<file path="src/rtl/mdu_pkg.sv">
// mdu_pkg: shared types and constants for the sequential multiply/divide unit.
//   mduState_t   - FSM state encoding (IDLE, MULT, DIV, FIX)
//   MDU_ITER     - default iteration count (one result bit per clock)
//   MDU_CNT_W    - iteration counter width for the default configuration
//   mduCntWidth  - counter width for an arbitrary iteration count
package mdu_pkg;

  typedef enum logic [1:0] {
    IDLE,
    MULT,
    DIV,
    FIX
  } mduState_t;

  localparam int unsigned MDU_ITER  = 32;
  localparam int unsigned MDU_CNT_W = $clog2(MDU_ITER + 1);

  function automatic int unsigned mduCntWidth(input int unsigned iter);
    return $clog2(iter + 1);
  endfunction

endpackage

</file>
<file path="src/rtl/mdu_cond_neg.sv">
// mdu_cond_neg: combinational conditional two's-complement negate.
// Ports:
//   negate - when 1, result = -value; otherwise result = value
//   value  - W-bit input
//   result - W-bit output
module mdu_cond_neg #(
  parameter int unsigned W = 32
) (
  input  logic         negate,
  input  logic [W-1:0] value,
  output logic [W-1:0] result
);

  always_comb begin
    result = value;
    if (negate) begin
      result = ~value + W'(1);
    end
  end

endmodule

</file>
<file path="src/rtl/mult_div_unit.sv">
// mult_div_unit: sequential signed multiply/divide unit (MIPS mult/div),
// one result bit per clock, results held in HI/LO.
// Optional feature macro: MDU_UNSIGNED_OPS_EN adds is_unsigned (multu/divu).
// Ports:
//   clk, reset_n          - clock, asynchronous active-low reset
//   start_mult, start_div - one-cycle start strobes (multiply has priority)
//   in_a, in_b            - rs / rt operands, sampled on the accepting edge
//   is_unsigned           - (MDU_UNSIGNED_OPS_EN only) unsigned operation
//   busy                  - operation in progress
//   done                  - one-cycle pulse after HI/LO update
//   div_zero              - last divide had a zero divisor
//   out_hi, out_lo        - HI (product high / remainder), LO (product low / quotient)
module mult_div_unit
  import mdu_pkg::*;
#(
  parameter int unsigned DATA_W = MDU_ITER
) (
  input  logic              clk,
  input  logic              reset_n,
  input  logic              start_mult,
  input  logic              start_div,
  input  logic [DATA_W-1:0] in_a,
  input  logic [DATA_W-1:0] in_b,
`ifdef MDU_UNSIGNED_OPS_EN
  input  logic              is_unsigned,
`endif
  output logic              busy,
  output logic              done,
  output logic              div_zero,
  output logic [DATA_W-1:0] out_hi,
  output logic [DATA_W-1:0] out_lo
);

  localparam int unsigned CNT_W = mduCntWidth(DATA_W);

  mduState_t state;
  mduState_t nextState;

  logic [CNT_W-1:0]    cnt;
  logic [2*DATA_W-1:0] acc;
  logic [DATA_W-1:0]   operand;
  logic                opMult;
  logic                resNeg;
  logic                remNeg;
  logic                zeroDiv;
  logic [DATA_W-1:0]   hiReg;
  logic [DATA_W-1:0]   loReg;
  logic                doneReg;
  logic                divZeroReg;

  logic                unsMode;
  logic                aSign;
  logic                bSign;
  logic [DATA_W-1:0]   magA;
  logic [DATA_W-1:0]   magB;
  logic                accept;
  logic                lastIter;
  logic                divByZero;

  logic [DATA_W:0]     addSum;
  logic [2*DATA_W-1:0] multNext;
  logic [DATA_W:0]     remShift;
  logic [DATA_W:0]     remDiff;
  logic                qBit;
  logic [DATA_W-1:0]   remNew;
  logic [2*DATA_W-1:0] divNext;

  logic [2*DATA_W-1:0] prodFixed;
  logic [DATA_W-1:0]   quotFixed;
  logic [DATA_W-1:0]   remFixed;

`ifdef MDU_UNSIGNED_OPS_EN
  assign unsMode = is_unsigned;
`else
  assign unsMode = 1'b0;
`endif

  assign aSign     = in_a[DATA_W-1] & ~unsMode;
  assign bSign     = in_b[DATA_W-1] & ~unsMode;
  assign accept    = (state == IDLE) && (start_mult || start_div);
  assign lastIter  = (cnt == CNT_W'(DATA_W - 1));
  assign divByZero = (in_b == '0);

  // Operand magnitudes
  mdu_cond_neg #(.W(DATA_W)) uNegA (
    .negate (aSign),
    .value  (in_a),
    .result (magA)
  );

  mdu_cond_neg #(.W(DATA_W)) uNegB (
    .negate (bSign),
    .value  (in_b),
    .result (magB)
  );

  // Result sign fixup
  mdu_cond_neg #(.W(2*DATA_W)) uNegProd (
    .negate (resNeg),
    .value  (acc),
    .result (prodFixed)
  );

  mdu_cond_neg #(.W(DATA_W)) uNegQuot (
    .negate (resNeg),
    .value  (acc[DATA_W-1:0]),
    .result (quotFixed)
  );

  mdu_cond_neg #(.W(DATA_W)) uNegRem (
    .negate (remNeg),
    .value  (acc[2*DATA_W-1:DATA_W]),
    .result (remFixed)
  );

  // Shift-add step: acc = {partial product, remaining multiplier bits}
  always_comb begin
    addSum = {1'b0, acc[2*DATA_W-1:DATA_W]};
    if (acc[0]) begin
      addSum = {1'b0, acc[2*DATA_W-1:DATA_W]} + {1'b0, operand};
    end
    multNext = {addSum, acc[DATA_W-1:1]};
  end

  // Restoring-division step: acc = {partial remainder, dividend/quotient bits}
  always_comb begin
    remShift = acc[2*DATA_W-1:DATA_W-1];
    remDiff  = remShift - {1'b0, operand};
    qBit     = (remShift >= {1'b0, operand});
    remNew   = qBit ? remDiff[DATA_W-1:0] : remShift[DATA_W-1:0];
    divNext  = {remNew, acc[DATA_W-2:0], qBit};
  end

  // FSM state register
  always_ff @(posedge clk or negedge reset_n) begin
    if (!reset_n) begin
      state <= IDLE;
    end else begin
      state <= nextState;
    end
  end

  // FSM next-state logic; a zero divisor skips straight to FIX
  always_comb begin
    nextState = state;
    case (state)
      IDLE: begin
        if (start_mult) begin
          nextState = MULT;
        end else if (start_div) begin
          nextState = divByZero ? FIX : DIV;
        end
      end
      MULT:    if (lastIter) nextState = FIX;
      DIV:     if (lastIter) nextState = FIX;
      FIX:     nextState = IDLE;
      default: nextState = IDLE;
    endcase
  end

  // FSM outputs
  always_comb begin
    busy     = (state != IDLE);
    done     = doneReg;
    div_zero = divZeroReg;
    out_hi   = hiReg;
    out_lo   = loReg;
  end

  // Datapath: operand capture, iteration, HI/LO write-back
  always_ff @(posedge clk or negedge reset_n) begin
    if (!reset_n) begin
      cnt        <= '0;
      acc        <= '0;
      operand    <= '0;
      opMult     <= 1'b0;
      resNeg     <= 1'b0;
      remNeg     <= 1'b0;
      zeroDiv    <= 1'b0;
      hiReg      <= '0;
      loReg      <= '0;
      doneReg    <= 1'b0;
      divZeroReg <= 1'b0;
    end else begin
      doneReg <= 1'b0;
      case (state)
        IDLE: begin
          if (accept) begin
            opMult     <= start_mult;
            resNeg     <= aSign ^ bSign;
            remNeg     <= aSign;
            zeroDiv    <= !start_mult && divByZero;
            cnt        <= '0;
            divZeroReg <= 1'b0;
            if (start_mult) begin
              acc     <= {{DATA_W{1'b0}}, magB};
              operand <= magA;
            end else begin
              acc     <= {{DATA_W{1'b0}}, magA};
              operand <= magB;
            end
          end
        end
        MULT: begin
          acc <= multNext;
          cnt <= cnt + CNT_W'(1);
        end
        DIV: begin
          acc <= divNext;
          cnt <= cnt + CNT_W'(1);
        end
        FIX: begin
          doneReg <= 1'b1;
          if (zeroDiv) begin
            divZeroReg <= 1'b1;
          end else if (opMult) begin
            hiReg <= prodFixed[2*DATA_W-1:DATA_W];
            loReg <= prodFixed[DATA_W-1:0];
          end else begin
            hiReg <= remFixed;
            loReg <= quotFixed;
          end
        end
        default: ;
      endcase
    end
  end

endmodule

</file>
<file path="config.mk">
export PLATFORM = sky130hd
export DESIGN_NAME = mult_div_unit
export DESIGN_NICKNAME = d
export VERILOG_FILES = /design/src/rtl/mdu_pkg.sv /design/src/rtl/mdu_cond_neg.sv /design/src/rtl/mult_div_unit.sv
export SDC_FILE = /design/constraint.sdc
export NUM_CORES = 1
export LEC_CHECK = 0
export CORE_AREA = 2 2 132 263
export DETAILED_ROUTE_END_ITERATION = 6
export DIE_AREA = 0 0 134 265
export GPL_ROUTABILITY_DRIVEN = 1
export HOLD_SLACK_MARGIN = 0.03
export PLACE_DENSITY_LB_ADDON = 0.1
export SETUP_SLACK_MARGIN = 0.05
export SLEW_MARGIN = 20
export SYNTH_ARGS = -nofsm -noshare
export SYNTH_HDL_FRONTEND = slang
export SYNTH_SLANG_ARGS = --single-unit
</file>
<file path="constraint.sdc">
create_clock -name clk -period 3.3 [get_ports clk]
set_input_delay 0.66 -clock clk [delete_from_list [all_inputs] [get_ports clk]]
set_output_delay 0.66 -clock clk [all_outputs]
set_load 0.02 [all_outputs]
</file>
======== After elaboration in Yosys (flattened, before gate mapping) ========
Index checks and enable logic that the tools add are counted.
W data, S select, Z words.
operators by class
  add/sub/neg operators ................... 8
  magnitude comparators ................... 1
  eq/ne operators ......................... 8
  multiplexer cells ....................... 24
  bitwise logic cells ..................... 7
  reduce and logical (&&, ||, !) cells .... 17
operators by type and width
  operator                 count
  $mux W32                 9
  $pmux W64 S3             1
  $add A32 B1 Y32 const B  4
  $mux W64                 2
  $not A32 Y32             4
  $add A64 B1 Y64 const B  1
  $not A64 Y64             1
  $add A32 B32 Y33         1
  $ge A33 B32 Y1           1
  $mux W33                 1
  $logic_not A32 Y1        1
  $sub A32 B32 Y32         1
  $pmux W6 S2              1
  $reduce_and A2 Y1        5
  $add A6 B1 Y6 const B    1
  $eq A6 B5 Y1 const B     1
  $mux W2                  3
  $mux W6                  1
  $pmux W2 S3              1
  $reduce_bool A2 Y1       3
  $eq A2 B2 Y1 const B     2
  $mux W1                  4
  $ne A2 B2 Y1 const B     2
  $ne A3 B3 Y1 const B     1
  12 further kinds         13
storage, ports and cells
  bits in registers ....................... 174
  input bits .............................. 68
  output and inout bits ................... 67
  logic and storage cells ................. 77

======== Depth between registers and ports, before layout ========
Gate-level depths: netlist of the first run.
  word-level depth ........................ 6
  mapped depth ............................ 14
  mapped depth without buffers ............ 13

======== By module ========
Synthesis of the first run repeated with hierarchy kept, for this count alone.
second synthesis, totals
  cells, all modules ...................... 2,062
  area total of the unflattened synthesis .. 17,385.4 sq um
modules (own cells, without submodules)
  module                     instances  cells an instance  area each (sq um)  sequential area each (sq um)
  mult_div_unit              1          1,460              12,628.4           4,354.2
  mdu_cond_neg at uNegA ...  4          99                 777.0              0.0
  mdu_cond_neg at uNegProd   1          206                1,649.1            0.0

======== Least setup slack after synthesis of the first run ========
OpenSTA, ideal clock, no wires.
  path kind ............................... reg2reg
  start point ............................. register acc[45]
  end point ............................... register acc[40]
  library setup time ...................... 0.127 ns
  arrival time ............................ 3.000 ns
  required time ........................... 3.173 ns
  slack ................................... 0.173 ns
  cell stages (with the launch flop) ...... 13
  buffers on the path ..................... 2
  clock period less this slack ............ 3.127 ns
  path through ............................ dfrtp_1 -> ha_1 -> buf_2 -> nand4_1 -> a2111oi_0 -> o31ai_1 -> a211oi_1 -> o21ai_1 -> nand2_2 -> buf_4 -> mux2_1 -> a221oi_1 -> nor2_1
between the ends
  longest elaborated chain between the ends .. 3
RTL lines
  element                 RTL line              source
  from (decl)             mult_div_unit.sv:40   logic [2*DATA_W-1:0] acc;
  from (signal assigned)  mult_div_unit.sv:196  acc <= {{DATA_W{1'b0}}, magB};
  from (signal assigned)  mult_div_unit.sv:199  acc <= {{DATA_W{1'b0}}, magA};
  from (signal assigned)  mult_div_unit.sv:205  acc <= multNext;
  $ge A33 B32 Y1          mult_div_unit.sv:129  qBit = (remShift >= {1'b0, operand});
  $mux W32                mult_div_unit.sv:130  remNew = qBit ? remDiff[DATA_W-1:0] : remShift[DATA_W-1:0];
  $pmux W64 S3            mult_div_unit.sv:186  case (state)
No other way between the ends.
A chain may end at the register's enable or synchronous reset.

======== Worst setup path in the final report of the first run ========
  start point ............................. register operand[6]
  end point ............................... register acc[63]
between the ends
  longest elaborated chain between the ends .. 3
  elaborated cells on any way between the ends .. 6
  classes of those cells .................. add/sub (2); order compare (1); mux (3)
RTL lines
  element                                         RTL line                                    source
  from (decl)                                     mult_div_unit.sv:41                         logic [DATA_W-1:0] operand;
  from (signal assigned)                          mult_div_unit.sv:197                        operand <= magA;
  from (signal assigned)                          mult_div_unit.sv:200                        operand <= magB;
  $sub A32 B32 Y32, or another cell as far along  mult_div_unit.sv:128                        remDiff = remShift - {1'b0, operand};
  $mux W32 or $mux W33 (tied branches)            mult_div_unit.sv:130, mult_div_unit.sv:119
  $pmux W64 S3 (*)                                mult_div_unit.sv:186
Mark *: on every way between the ends. The rest lies on a longest branch, timed or not.

==> reports/results.txt, run 1 <==
Hold-fix buffers, CTS: 0
Clock transition at the registers of the reported paths: 80 ps
Tot Pwr: 24.1 mW
Met1 GRT Util: 33.8%
Post-route setup TNS: 0 ps
Outcome: complete, no violations
Drt via density: 5.87
Worst slew margin relative to its limit: 52.1%
Min Hold Slack: 193 ps
Fin crit share: 96.1%
Gr ovfl total: 0
Synthesized flop and latch total: 174
Power Dens Cells: 1220 nW/µm²
CTS buffer count: 17
Ys Warns: 0
Final instance area: 19700 µm²
NetSw: 12.2 mW
Seq/Total Area, Yosys: 29.3%
CP max-delay cell: dfrtp_1
Max Freq: 0.315 GHz
GRT met2 Usage: 61.5%
Final core occ: 59.1%
CP Capture Type: register
Synthesized cell area: 14900 µm²
Distinct cells, synth: 88
Fin cells: 2673
Int Pwr: 11.9 mW
VDD IR max: 991 µV
Final Hold Fails: 0
Pleak: 8.82 nW
CP peak stage delay: 390 ps
Die H: 265 µm
Largest net degree at the start of global routing: 78
Combinational share of power: 73.6%
Clk pwr share: 9.3%
# IOs: 135
Setup WS post-layout: 127 ps
Clock buffer depth: 2
R2R Path Start: operand[6]
Number of flops mapped to enable cells by yosys: 0
Critical path startpoint category: register
GR Util All Layers: 33.9%
Crit Path Class: reg2reg
Root Driver: clkbuf_16
Area Growth Syn to Fin: 32.6%
Placed cell area: 18700 µm²
Most Used Layer, Global Route: met2
Initial DRT Pass Iterations: 7
CORE AREA: 33400 µm²
R2R cell count: 13
Setup slack, reg-to-reg: 130 ps
Critical Path AT: 3530 ps
Total of max-cap violations: 0
H-tree levels: 4
Slew of the pin with the lowest slew margin: 719 ps
DR WL/cell: 22.5 µm
Critical register-to-register path endpoint: acc[63]
CP Max Fanout: 4
Met3 Use GR: 3.50%
Sw Ratio: 50.5%
Final setup vio count: 0
Violation count after the first detailed-routing iteration: 1088
Slew Viols, Final: 0
Antenna diodes: 0
Number of remaining DRC errors: 0
Clock latency on the worst-skew pair: 460 ps
Port bufs: 134
RSZ-0062 raised after global routing: yes
Final Critical Period: 3170 ps
Final wirelength: 60100 µm
Layout cells sized above 1: 21.1%
Placed Cells: 2628
Post-synth top flop: dfrtp_1
First-pass GRT wire length: 90800 µm
Crit-path most repeated cell: buf_4
Critical path, cell by cell: inv_1 -> ha_4 -> nand2_1 -> buf_4 -> nor4_4 -> buf_4 -> a221oi_2 -> o311ai_0 -> buf_4 -> nand2_1 -> o21ai_0 -> mux2_2 -> o21bai_1
Hold Path Class: in2async
Post-Synthesis Cells: 1875
Place WS: -549 ps
Initial Util: 44.6%
Initial antenna violation count: 0
Detail Route Antenna Nets: 0
Seq pwr share: 17.2%
Vias: 15685
Syn_area_per_cell: 7.94 µm²
Worst Skew: 12.1 ps
Req. time, crit path: 3660 ps
Routability cong.: 0.953
Number of clock sinks: 174
Ys async rst share: 100%
# rows: 95
Number of global-route vias before repair: 15793
CTS tree: yes
HPWL Detailed: 48000 µm
Syn nets: 2019
Die W: 134 µm
Fin nets: 2368
Die Footprint: 35500 µm²
==> cell families (layout without fill, tap and decap cells) <==
| logic type | count (synthesis) | after routing | synth area share (%) |
|---|---|---|---|
| buf+inv | 191 | 553 | 4.93 |
| flops | 174 | 174 | 29.3 |
| fa+ha+maj | 76 | 76 | 6.49 |
| xor+xnor | 177 | 177 | 10.4 |
| compound gates | 632 | 632 | 27.0 |
| simple gates | 567 | 567 | 17.8 |
| mux | 58 | 58 | 4.11 |
==> layer usage <==
metal | wire (µm) | vias to the layer above
li1 | - | 7488
met1 | 20300 | 7466
met2 | 31600 | 532
met3 | 2000 | 199
met4 | 6210 | 0
met5 | 0 | -
==> synthesized netlist by cell type (all sizes together) (7+ instances only) <==
master | number | share of area [%]
nand2b | 19 | 0.85
o221ai | 10 | 0.59
o21bai | 14 | 0.86
nand3b | 7 | 0.35
xnor2 | 82 | 4.8
o21ai | 260 | 8.8
or4 | 16 | 0.89
nand2 | 242 | 6.1
nor2 | 126 | 3.2
a221oi | 17 | 1.0
nor4 | 18 | 0.76
and3 | 8 | 0.34
a221o | 25 | 1.7
or3 | 16 | 0.71
nor3 | 26 | 0.87
o31ai | 29 | 1.5
a22o | 7 | 0.41
mux2i | 33 | 2.2
nand4 | 14 | 0.59
dfrtp | 174 | 29
mux2 | 25 | 1.9
o211ai | 9 | 0.45
o41ai | 22 | 1.5
a211oi | 13 | 0.66
a21o | 29 | 1.5
a31oi | 16 | 0.67
inv | 61 | 1.5
xor2 | 95 | 5.6
or2 | 11 | 0.48
nor2b | 13 | 0.55
a222oi | 8 | 0.54
nand3 | 35 | 1.2
buf | 18 | 0.56
a21oi | 130 | 4.4
clkbuf | 110 | 2.8
ha | 74 | 6.2
==> final cells by class <==
class                           instances  area, µm²
Multi-Input combinational cell       1510      10200
Inverter                               63        236
Tap cell                              436        546
Clock inverter                         14        194
Fill cell                            3123      13700
Sequential cell                       174       4360
Clock buffer                           18        439
Timing Repair Buffer                  458       3820
==> state kept, by name, indices dropped and copies added, names as in the netlist <==
| signal | cells |
|---|---|
| out_hi | 32 |
| state | 2 |
| operand | 32 |
| resNeg | 1 |
| done | 1 |
| zeroDiv | 1 |
| cnt | 6 |
| acc | 64 |
| opMult | 1 |
| out_lo | 32 |
| div_zero | 1 |
| remNeg | 1 |
==> critical path, delay by kind of cell, from the launching register on <==
family / cells / cell delay [ps]
buf+inv: 4 / 680
simple gates: 3 / 490
fa+ha+maj: 1 / 310
compound gates: 4 / 830
mux: 1 / 380
flops: 1 / 390
==> worst max-delay path by stage <==
| stage | startpoint | to | slack (ps) | cells after the start |
|---|---|---|---|---|
| global placement | in_a[17] | acc[27] | -570 | 11 |
| CTS | acc[41] | acc[61] | 30 | 15 |
| global route | in_a[17] | acc[27] | 2 | 11 |
| finish | operand[6] | acc[63] | 130 | 13 |
| floorplan | acc[45] | acc[40] | 170 | 12 |
| detailed placement | in_a[17] | acc[21] | -550 | 12 |
==> power by group through the flow <==
stage               Sequential (mW)  Clock [mW]  Combinational (mW)
floorplan                      4.36           0                9.82
global placement               4.15           0                16.7
detailed placement             4.18           0                16.8
CTS                            4.12        2.26                17.1
global route                   4.26        2.34                19.2
finish                         4.14        2.23                17.7
==> cell usage in the layout (no fill, tap or decap), types with 9 or more instances in the layout <==
cell type and instances:
xor2_1 95, a21oi_1 121, clkdlybuf4s50_1 132, a221oi_1 11, clkbuf_16 17, o21ai_1 18, nand2_1 240, or2_2 10
or4_1 12, a21oi_2 9, nand2b_1 16, nor2b_1 13, a21o_1 29, o21ai_0 235, nand4_1 14, mux2i_1 33
dfrtp_1 173, mux2_2 24, or3_1 15, nand3_1 31, inv_1 61, a211oi_1 10, o21bai_1 11, ha_1 70
o221ai_1 10, o41ai_1 17, o211ai_1 9, xnor2_1 82, o31ai_1 26, nor4_1 14, a31oi_1 14, buf_4 321
nor3_1 24, nor2_1 125, a221o_1 23
==> what timing repair did <==
action,4_1_cts,5_1_grt
setup buffers,6,7
pin swaps,5,16
cloned,0,0
setup endpoints to repair,30,42
resized for setup,15,53
No activity file was read; power rests on OpenSTA's default activity.
==> inputs of run 2 (changes only) <==
- CORE_AREA: 2 2 132 263 -> 2 2 142 283
- DIE_AREA: 0 0 134 265 -> 0 0 144 285
- SYNTH_HIERARCHICAL: unset -> 1
==> run 2 against run 1 <==
Effect of this change: global-route usage down 6.2 points; combinational power shrank 10%; fmax is 0.73% higher; register-to-register slack better by 20 ps; highest routed layer unchanged; total power is 7.8% lower; first-iteration DRC count shrank 5.7%; critical endpoint is now acc[35]; hold slack got worse by 62 ps; setup slack better by 23 ps; largest cell class unchanged; critical path type unchanged.
==> reports/results.txt, run 2 <==
Outcome: complete, no violations
CP max-delay cell: dfrtp_2
Place WS: -17.1 ps
Synthesized flop and latch total: 174
Worst slew margin relative to its limit: 28.4%
Most flops, register: acc
Crit Path Class: reg2reg
H-tree levels: 4
First-pass GRT wire length: 88900 µm
Number of flops mapped to enable cells by yosys: 0
Largest net degree at the start of global routing: 100
Syn nets: 2207
Gr ovfl total: 0
CTS buffer count: 17
Initial antenna violation count: 0
GR Util All Layers: 27.7%
Final setup vio count: 0
RSZ-0062 raised after global routing: yes
CTS tree: yes
Slew of the pin with the lowest slew margin: 1070 ps
Largest area contributor in the netlist: dfrtp_1
Detail Route Antenna Nets: 0
VDD IR max: 584 µV
Port bufs: 134
Post-route setup TNS: 0 ps
Final Critical Period: 3150 ps
Post-Synthesis Cells: 2062
Layout cells sized above 1: 14.5%
Fin crit share: 95.4%
Synthesized cell area: 17400 µm²
Count leader, synth: nand2_1
Hold Path Class: in2async
CP Capture Type: register
Violation count after the first detailed-routing iteration: 1026
Hold-fix buffers, CTS: 0
Worst Skew: 20.3 ps
Critical register-to-register path endpoint: acc[35]
HPWL Detailed: 45000 µm
Min Hold Slack: 131 ps
Placed Cells: 2755
Die Footprint: 41000 µm²
R2R Path Start: acc[41]
Fin cells: 2792
Worst path buffer plus inverter count: 1
Max Freq: 0.317 GHz
Critical Path AT: 3480 ps
Ys async rst share: 100%
# rows: 103
Clock buffer depth: 2
Area of the multi-input gates: 12400 µm²
Die H: 285 µm
Number of global-route vias before repair: 15674
Seq/Total Area, Yosys: 25.0%
# fillers: 3778
Req. time, crit path: 3630 ps
Ys Warns: 6
CP peak stage delay: 460 ps
Final wirelength: 56700 µm
Vias: 16512
Area Growth Syn to Fin: 20.5%
Critical path startpoint category: register
Clock transition at the registers of the reported paths: 70 ps
Setup WS post-layout: 150 ps
Max reg flops: 64
Final instance area: 20900 µm²
CORE AREA: 39000 µm²
Fin nets: 2399
Placed cell area: 20200 µm²
Die W: 144 µm
CP top delay family: compound AO/OA/AOI/OAI gates
Area contributors post-synth: dfrtp_1 25%, xnor2_1 11%, mux2i_1 6.5%, o21ai_0 5.9%, nand2_1 5.4%
Slew Viols, Final: 0
Initial Util: 44.5%
Clock latency on the worst-skew pair: 470 ps
Distinct cells, synth: 90
R2R cell count: 10
Number of remaining DRC errors: 0
Drt via density: 5.91
Routability cong.: 0.941
Initial DRT Pass Iterations: 7
CP Max Fanout: 12
Post-synth top flop: dfrtp_1
Antenna diodes: 0
Setup slack, reg-to-reg: 150 ps
Critical path, cell by cell: ha_1 -> nand3_2 -> or2_0 -> or3_1 -> o311a_1 -> a22oi_4 -> buf_12 -> mux2_2 -> a221oi_1 -> nor2_1
DR WL/cell: 20.3 µm
Commonest non-fill, non-tap cell in the layout: nand2_1
Pleak: 8.66 nW
Power Dens Cells: 1060 nW/µm²
Syn_area_per_cell: 8.43 µm²
Root Driver: clkbuf_16
Number of clock sinks: 174
Final Hold Fails: 0
Total of max-cap violations: 0
Synth top area share: 25.0%
# IOs: 135
Most frequent cells in the layout: 251 x nand2_1, 213 x xnor2_1, 201 x o21ai_0, 168 x dfrtp_1, 150 x buf_4
Synth cell count leaders: 252 x nand2_1, 213 x xnor2_1, 204 x o21ai_0
FF+latch area: 4360 µm²
run 2: cell types whose count changed after synthesis, moves of 22 or more:
cell      before  now
xor2_1        95   28
a21oi_1      129   72
mux2i_1       33  113
clkbuf_1     110   81
nor2b_1       13   39
a221oi_1      16   43
a211oi_1      13   39
xnor2_1       82  213
nor2_1       126   79
a221o_1       23    1
o21ai_0      244  204
o31ai_1       29   88
run 2: logic make-up after synthesis:
kind of cell	Yosys count	synth area share (%)
AOI/OAI and AO/OA	627	25.2
and+or+nand+nor	626	19.9
DFF	174	25.0
adders and majority gates	77	5.63
muxes	132	7.74
xor gates and xnor gates	241	12.1
buffers and inverters	185	4.32
run 2: worst max-delay path by stage:
stage,startpoint,end,slack (ps),depth (start not counted)
after floorplan,acc[43],acc[44],120,11
after global placement,acc[31],acc[62],60,14
after detailed placement,acc[31],acc[62],-20,14
after CTS,acc[32],acc[51],70,12
after global routing,operand[1],acc[36],40,13
final,acc[41],acc[35],150,10
run 2: metal layers:
| metal | vias up | wire (µm) | share of wire (%) | GRT usage (%) |
|---|---|---|---|---|
| li1 | 8046 | - | - | - |
| met1 | 7876 | 24700 | 43 | 36.5 |
| met2 | 500 | 26900 | 47 | 45.0 |
| met3 | 90 | 2110 | 3.7 | 2.65 |
| met4 | 0 | 3020 | 5.3 | 13.8 |
| met5 | - | 0 | 0 | 0 |
run 2: report_power, final:
part	internal [mW]	switching [mW]
registers	3.12	1.16
logic	6.81	9.04
clock network	1.04	1.04
run 2: cell type report:
cell class              instances  area share [%]
multi-input cells            1703            59.2
inverters                      63            1.13
clock inverters                14           0.776
well taps                     525            3.14
clock buffers                  18            2.10
repair buffers                295            12.8
flip-flops and latches        174            20.8
run 2: what timing repair did:
action | CTS | global route
resized for setup | 4 | 23
setup endpoints to repair | 2 | 22
setup buffers | 0 | 5
pin swaps | 0 | 4
run 2: through the flow:
step	util (%)	power, mW
after detailed placement	51.7	19.9
final	53.6	22.2
after CTS	53.3	22.0
after global placement	51.7	19.8
after floorplan	-	14.7
after global routing	53.6	24.0
==> inputs of run 3 (changes only) <==
- DONT_BUFFER_PORTS: unset -> 1
==> run 3 against run 2 <==
Effect of this change: the flow now finishes with violations (negative hold slack); total power shrank 4.2%; non-clock buffer count shrank 163; global-route usage shrank 0.17 points; sequential share of layout area grew 1.7 points; combinational power shrank 11%; largest cell class unchanged; clock power grew 2%; register-to-register slack gained 20 ps; sequential power grew 15%.
==> reports/results.txt, run 3 (synthesis gave the netlist of run 2 again) <==
Outcome: complete, but fails checks
Failing checks: negative hold slack
Clock latency on the worst-skew pair: 470 ps
RSZ-0062 raised after global routing: no
# fillers: 3832
Min Hold Slack: -114 ps
Seq pwr share: 23.1%
Total of max-cap violations: 0
Commonest non-fill, non-tap cell in the layout: nand2_1
Number of remaining DRC errors: 0
Crit Path Class: reg2reg
Gr ovfl total: 0
Fin crit share: 94.8%
CTS buffer count: 17
# IOs: 135
Number of clock sinks: 174
CORE AREA: 39000 µm²
Most frequent cells in the layout: 252 x nand2_1, 213 x xnor2_1, 200 x o21ai_0, 170 x dfrtp_1, 125 x buf_4
Initial DRT Pass Iterations: 5
Die Footprint: 41000 µm²
CP max-delay cell: o211ai_1
Hold Path Class: in2async
Worst slew margin relative to its limit: 27.8%
Drt via density: 6.00
Clock buffer depth: 2
Worst path buffer plus inverter count: 2
Layout cells sized above 1: 14.0%
# rows: 103
Largest net degree at the start of global routing: 175
CP Max Fanout: 4
FF+latch area: 4360 µm²
Detail Route Antenna Nets: 0
HPWL Detailed: 43900 µm
Combinational share of power: 66.9%
Number of global-route vias before repair: 15027
Port bufs: 0
Placed cell area: 18600 µm²
Clk pwr share: 10.0%
NetSw: 11.0 mW
Root Driver: clkbuf_16
Die W: 144 µm
First-pass GRT wire length: 87500 µm
CP Capture Type: register
Area of the multi-input gates: 12400 µm²
H-tree levels: 4
Initial antenna violation count: 0
Violation count after the first detailed-routing iteration: 1014
Tot Pwr: 21.3 mW
Req. time, crit path: 3620 ps
Crit-path most repeated cell: o211ai_1
Area Growth Syn to Fin: 11.3%
Final Hold Fails: 174
Fin nets: 2236
Antenna diodes: 0
Vias: 15782
CP peak stage delay: 460 ps
CP top delay family: compound AO/OA/AOI/OAI gates
Sw Ratio: 51.8%
CTS tree: yes
VDD IR max: 515 µV
Critical path startpoint category: register
Critical Path AT: 3440 ps
GR Util All Layers: 27.5%
Clock transition at the registers of the reported paths: 70 ps
Initial Util: 44.5%
Most flops, register: acc
Max Freq: 0.320 GHz
Final wirelength: 56600 µm
Final instance area: 19400 µm²
Slew of the pin with the lowest slew margin: 1080 ps
Int Pwr: 10.3 mW
Die H: 285 µm
Pleak: 7.99 nW
Worst Skew: 16.4 ps
Power Dens Cells: 1100 nW/µm²
DR WL/cell: 21.5 µm
Routability cong.: 0.965
Slew Viols, Final: 0
Final setup vio count: 0
Max reg flops: 64
Critical path, cell by cell: ha_1 -> inv_1 -> fa_2 -> nor2b_2 -> o211ai_1 -> a31o_2 -> and3_1 -> o21ai_1 -> buf_4 -> xor2_1 -> a222oi_1 -> o211ai_1
Final Critical Period: 3130 ps
run 3: cell types whose count changed in the layout (fill, tap and decap cells not counted), moves of 2 or more:
cell	change
a31oi_1	-2
buf_12	-5
inv_6	-2
buf_4	-25
clkinv_8	-2
nor2_2	-2
dfrtp_2	-2
dfrtp_1	+2
clkdlybuf4s50_1	-132
clkinv_4	+3
a31oi_2	+2
nor2_1	+2
run 3: repair_timing:
action | 4_1_cts | 5_1_grt
setup endpoints to repair | 4 | 22
hold endpoints to repair | 174 | 174
pin swaps | 0 | 4
setup buffers | 0 | 8
resized for setup | 4 | 25
run 3: layout make-up:
cell class              instances  area share, %
multi-input cells            1703           64.2
flip-flops and latches        174           22.5
repair buffers                132           5.53
well taps                     525           3.39
clock buffers                  18           2.22
inverters                      63           1.22
clock inverters                14          0.873
run 3: stage by stage:
step	std cells	hold WS (ps)	util [%]	setup WS, ps	TNS, ps
final	2629	-114	49.6	173	0
after global routing	2629	-135	49.6	34.5	0
after CTS	2621	-132	49.1	59.5	0
after detailed placement	2589	369	47.5	-12.8	-12.8
after global placement	2589	369	47.5	27.9	0
after floorplan	2062	364	-	119	0
run 3: final timing paths:
path                       slack [ps]  cells after the start          end         from
setup / recovery                  170                     12      acc[59]      acc[32]
hold / removal                   -110                      0   out_hi[24]      reset_n
setup reg to reg                  170                     12      acc[59]      acc[32]
hold reg to reg                   520                      2  operand[12]  operand[12]
max in group asynchronous        3040                      0      acc[57]      reset_n
min in group clk                  350                      2       opMult   start_mult
run 3: routing by layer:
layer,wire (µm),up-vias,global-route usage [%]
li1,-,7720,-
met3,2460,95,3.26
met1,24600,7483,36.6
met2,26900,484,44.5
met4,2680,0,12.2
met5,0,-,0
run 3: power groups by stage:
stage,clock network [mW],registers [mW],logic (mW)
after floorplan,0,4.71,10.0
after global placement,0,4.94,13.9
after detailed placement,0,4.97,13.9
after CTS,2.16,4.93,13.9
after global routing,2.26,5.09,15.7
final,2.12,4.92,14.2
